==> config.mk <==
export PLATFORM = sky130hd
export DESIGN_NAME = alu_result_collector
export DESIGN_NICKNAME = d
export VERILOG_FILES = /design/src/rtl/alu_result_collector.sv
export SDC_FILE = /design/constraint.sdc
export NUM_CORES = 1
export LEC_CHECK = 0
export CAP_MARGIN = 40
export CORE_UTILIZATION = 45
export DETAILED_ROUTE_END_ITERATION = 12
export PLACE_DENSITY = 0.74
export SLEW_MARGIN = 25
export SYNTH_ARGS = -nofsm -noshare
export SYNTH_HDL_FRONTEND = slang
export SYNTH_SLANG_ARGS = --single-unit
==> constraint.sdc <==
create_clock -name clk -period 6.9 [get_ports clk]
set_input_delay 1.035 -clock clk [delete_from_list [all_inputs] [get_ports clk]]
set_output_delay 1.035 -clock clk [all_outputs]
set_load 0.01 [all_outputs]
==> src/rtl/alu_result_collector.sv <==
// TinyALU pin monitor: pairs each started command with its done result, measures latency,
// flags timeouts/protocol errors and buffers completed records in a show-ahead FIFO.
module alu_result_collector #(
  parameter int unsigned DEPTH   = 8,
  parameter int unsigned TIMEOUT = 16
) (
  input  logic                     clk,
  input  logic                     reset,
  input  logic [7:0]               A,
  input  logic [7:0]               B,
  input  logic [2:0]               op,
  input  logic                     start,
  input  logic                     done,
  input  logic [15:0]              result,
  output logic                     rec_valid,
  input  logic                     rec_ready,
  output logic [7:0]               rec_a,
  output logic [7:0]               rec_b,
  output logic [2:0]               rec_op,
  output logic [15:0]              rec_result,
  output logic [7:0]               rec_latency,
  output logic                     rec_timeout,
  output logic [$clog2(DEPTH):0]   fifo_count,
  output logic [7:0]               overflow_cnt,
  output logic                     proto_err,
  output logic                     busy
);

  localparam int unsigned AW = $clog2(DEPTH);
  localparam int unsigned CW = AW + 1;

  typedef struct packed {
    logic [7:0]  a;
    logic [7:0]  b;
    logic [2:0]  op;
    logic [15:0] result;
    logic [7:0]  latency;
    logic        timeout;
  } rec_t;

  typedef enum logic [1:0] {IDLE, WAIT, PUSH} state_t;

  state_t          state_q, state_d;
  rec_t            cur_q, cur_d;
  logic            start_q;
  logic            proto_q, proto_d;
  logic [7:0]      ovf_q, ovf_d;
  rec_t            mem_q [DEPTH];
  logic [AW-1:0]   wr_ptr_q, rd_ptr_q;
  logic [CW-1:0]   count_q, count_d;

  logic start_edge_c, full_c, pop_c, push_c;

  assign start_edge_c = start & ~start_q;
  assign full_c       = (count_q == CW'(DEPTH));
  assign pop_c        = rec_valid & rec_ready;
  // A full FIFO can still take the record when the head leaves in the same cycle.
  assign push_c       = (state_q == PUSH) && (!full_c || pop_c);

  // Command capture / latency measurement FSM.
  always_comb begin
    state_d = state_q;
    cur_d   = cur_q;
    proto_d = proto_q;
    ovf_d   = ovf_q;
    case (state_q)
      IDLE: begin
        if (done) proto_d = 1'b1;
        if (start_edge_c && op != 3'd0) begin
          cur_d.a       = A;
          cur_d.b       = B;
          cur_d.op      = op;
          cur_d.latency = 8'd0;
          state_d       = WAIT;
        end
      end
      WAIT: begin
        cur_d.latency = cur_q.latency + 8'd1;
        if (start_edge_c) proto_d = 1'b1;
        if (done) begin
          cur_d.result  = result;
          cur_d.timeout = 1'b0;
          state_d       = PUSH;
        end else if (cur_d.latency == 8'(TIMEOUT)) begin
          cur_d.result  = 16'd0;
          cur_d.timeout = 1'b1;
          state_d       = PUSH;
        end
      end
      PUSH: begin
        if (start_edge_c) proto_d = 1'b1;
        if (!push_c && ovf_q != 8'hFF) ovf_d = ovf_q + 8'd1;
        state_d = IDLE;
      end
      default: state_d = IDLE;
    endcase
  end

  assign count_d = count_q + CW'(push_c) - CW'(pop_c);

  always_ff @(posedge clk) begin
    if (reset) begin
      state_q  <= IDLE;
      cur_q    <= '0;
      start_q  <= 1'b0;
      proto_q  <= 1'b0;
      ovf_q    <= 8'd0;
      wr_ptr_q <= '0;
      rd_ptr_q <= '0;
      count_q  <= '0;
      for (int i = 0; i < DEPTH; i++) mem_q[i] <= '0;
    end else begin
      state_q <= state_d;
      cur_q   <= cur_d;
      start_q <= start;
      proto_q <= proto_d;
      ovf_q   <= ovf_d;
      count_q <= count_d;
      if (push_c) begin
        mem_q[wr_ptr_q] <= cur_q;
        wr_ptr_q        <= wr_ptr_q + AW'(1);
      end
      if (pop_c) rd_ptr_q <= rd_ptr_q + AW'(1);
    end
  end

  assign rec_valid    = (count_q != '0);
  assign rec_a        = mem_q[rd_ptr_q].a;
  assign rec_b        = mem_q[rd_ptr_q].b;
  assign rec_op       = mem_q[rd_ptr_q].op;
  assign rec_result   = mem_q[rd_ptr_q].result;
  assign rec_latency  = mem_q[rd_ptr_q].latency;
  assign rec_timeout  = mem_q[rd_ptr_q].timeout;
  assign fifo_count   = count_q;
  assign overflow_cnt = ovf_q;
  assign proto_err    = proto_q;
  assign busy         = (state_q != IDLE);

endmodule

==> metrics.cfg <==
[power_and_ir_drop]
power_density_mw_per_mm2 = 313.5
peakVddDrop_mv = 0.2240
p_leak_nw = 7.659

[floorplanning]
die_area_mm2 = 0.04228
die_height_um = 205.6
core_area_mm2 = 0.04083
start_util = 0.4570
die_w_um = 205.6
num_rows = 74
io_pins = 99

[critical_path]
ff2ff_path_depth = 8
r2r-start = state_q[0]$_SDFFE_PP0P_
critPathKind = reg2out
cp-start-kind = flop
rr_endpoint = mem_q[1][27]$_SDFFCE_PN0P_
critPathMaxFanout = 32
endpoint_kind = output port
r2r_slack_ns = 3.60
endpoint = rec_timeout
arrival_ns = 3.44
worst_ep_required_time_ns = 5.86

[layout]
syn2layout_area_growth_pct = 15.50
layout-drive-gt1-share = 0.1858
num-fill-cells = 3185
n_antenna_cell = 0
nets = 1383

[detailed_routing]
dr.pass1.iters = 5
wire_per_inst_um = 21.45
drc = 0
viasPerCell = 5.468
drtAntennaViolNets = 0
drt_wl_total_mm = 40.63
drtIter0Drc = 865
dr_total_vias = 10357

[timing]
hold_violations = 0
finalSetupViolCount = 0
period_share = 0.6478
relSlewSlack = 0.4757
finalWorstPathRequiredPeriod_ns = 4.470
holdWs_ns = 0.4709
tightestPinTransition_ns = 0.7865
fin_tns_setup_ns = 0
fmax_mhz = 223.7
skew_ns = 0.01547
grt_setup_unrepaired = false
finalMaxSlewViolations = 0

[global_route]
grt_pass1_wl_mm = 63.00
grt_pass1_vias = 10693
overflow = 0
grt_max_degree = 63
antenna_found_initial = 1
grt.total_usage = 0.1989

[clocking]
cts_tree = built
root_buffer = clkbuf_16
post_cts_buffers = 0
cts.sinks = 421
clkLatencyLatePin_ns = 0.54
postCtsHoldBufs = 0
cts_buffers = 43
ctsResizeCount = 0
cts.clk_slew.worst_paths_ns = 0.06
h-tree-depth = 2
clockBufferDepth = 3

[synth]
syn-cell-area_mm2 = 0.01866
synthCells = 1242
synth_ff_type = edfxtp_1
synth_top_cell_area_share = 0.5665
synth.largest_area_cell = edfxtp_1
avgSynthCellArea_um2 = 15.02
netlist_top_cells_count = and2_1 (353), edfxtp_1 (352), mux4_2 (88)
synth_cell_types = 56
yosysMostFrequentCell = and2_1
ys_ff_latch = 421
synth_edf_count = 352
synth.yosys.seq_area_share = 0.6405
synth-async-reset-ratio = 0
synth_warnings = 0
synth_nets = 1297
synth_area_leaders = edfxtp_1 (57%), and2_1 (12%), mux4_2 (11%)

[outcome]
status = finished, final reports clean

[placed_design]
place_congestion = 0.7490
dpl.hpwl_mm = 23.97
io_buffers = 98

[min_path]
hp-class = reg2reg
holdPathStages = 2

[flow_run]
drv_cap = 0

==> per-stage QoR <==
step	instances	total power, mW	setup slack (ns)	utilization	area [um^2]
detailed placement	1815	4.482	2.677	0.4926	20110
floorplan	1242	3.944	3.635	-	18660
global route	1894	7.040	2.200	0.5278	21550
finish	1894	6.757	2.430	0.5278	21550
global placement	1812	4.453	2.719	0.4917	20080
CTS	1894	6.828	2.323	0.5278	21550
==> layout make-up <==
cell class,instances,area [um^2],area share
flip-flops and latches,421,11960,0.5549
multi-input cells,725,6255,0.2902
clock buffers,65,1270,0.05893
clock inverters,14,167.7,0.007779
well taps,532,665.6,0.03089
repair buffers,124,1185,0.05498
inverters,13,48.80,0.002264
==> layout by cell type (no fill, tap or decap), types with 3 or more instances in the layout <==
cell type	netlist	final
a22o_1	16	16
or2_2	9	10
bufinv_16	0	3
clkdlybuf4s50_1	0	97
xnor2_1	8	8
or3_1	4	4
nand3b_1	3	3
buf_4	0	23
a21oi_1	29	29
xor2_1	5	5
clkinv_2	0	5
clkbuf_1	42	12
nand3_1	9	9
dfxtp_1	69	66
a211oi_1	4	4
nor2_2	0	3
mux2_2	44	44
a21o_1	3	3
inv_1	13	13
nor2b_1	3	3
nand2b_1	3	3
and2_1	353	353
nor2_1	27	24
clkbuf_8	0	9
o211ai_1	3	3
mux2i_1	3	3
mux4_2	88	88
edfxtp_1	352	352
clkbuf_16	0	44
ha_1	14	14
nand2_1	59	59
==> registers in the layout (all words and copies together) (netlist names), named ones only <==
name / flops
fifo_count: 4
rd_ptr_q: 3
overflow_cnt: 8
state_q: 2
start_q: 1
cur_q: 44
proto_err: 1
mem_q: 352
wr_ptr_q: 3
==> metal layers <==
layer,GRT usage,up-vias,part of all wire
li1,-,4696,-
met1,0.2660,5272,0.42
met2,0.3355,330,0.50
met3,0.03278,59,0.060
met4,0.05397,0,0.021
met5,0,-,0
==> where the power goes <==
part           internal [mW]  total [mW]  switching, mW
registers               2.89        3.06          0.170
logic                  0.729        1.35          0.618
clock network           1.39        2.35          0.960
total                   5.01        6.76           1.75
==> worst min path at each step <==
| stage | start | to |
|---|---|---|
| 6_report | rd_ptr_q[1]$_SDFFE_PP0N_ | flop |
| 5_1_grt | rd_ptr_q[1]$_SDFFE_PP0N_ | flop |
| 4_1_cts | rd_ptr_q[1]$_SDFFE_PP0N_ | flop |
| 3_5_place_dp | rd_ptr_q[1]$_SDFFE_PP0N_ | flop |
| 3_3_place_gp | proto_err$_SDFFE_PP0P_ | proto_err$_SDFFE_PP0P_ |
| 2_1_floorplan | rd_ptr_q[1]$_SDFFE_PP0N_ | flop |
==> logic make-up (layout without fill, tap and decap cells) <==
group / Yosys count / count (layout) / synth area share
muxes: 135 / 135 / 0.1344
AOI/OAI and AO/OA: 71 / 71 / 0.02669
buffers and inverters: 96 / 216 / 0.02555
adders and majority gates: 15 / 15 / 0.01046
and+or+nand+nor: 491 / 491 / 0.1563
DFF: 421 / 421 / 0.6405
xor gates and xnor gates: 13 / 13 / 0.006102
==> critical path: stages (launching register included) <==
cell	delay, ns
dfxtp_4	0.74
buf_4	0.65
mux4_2	0.61
mux2_2	0.32
clkdlybuf4s50_1	0.51
(Power assumes the default switching activity.)
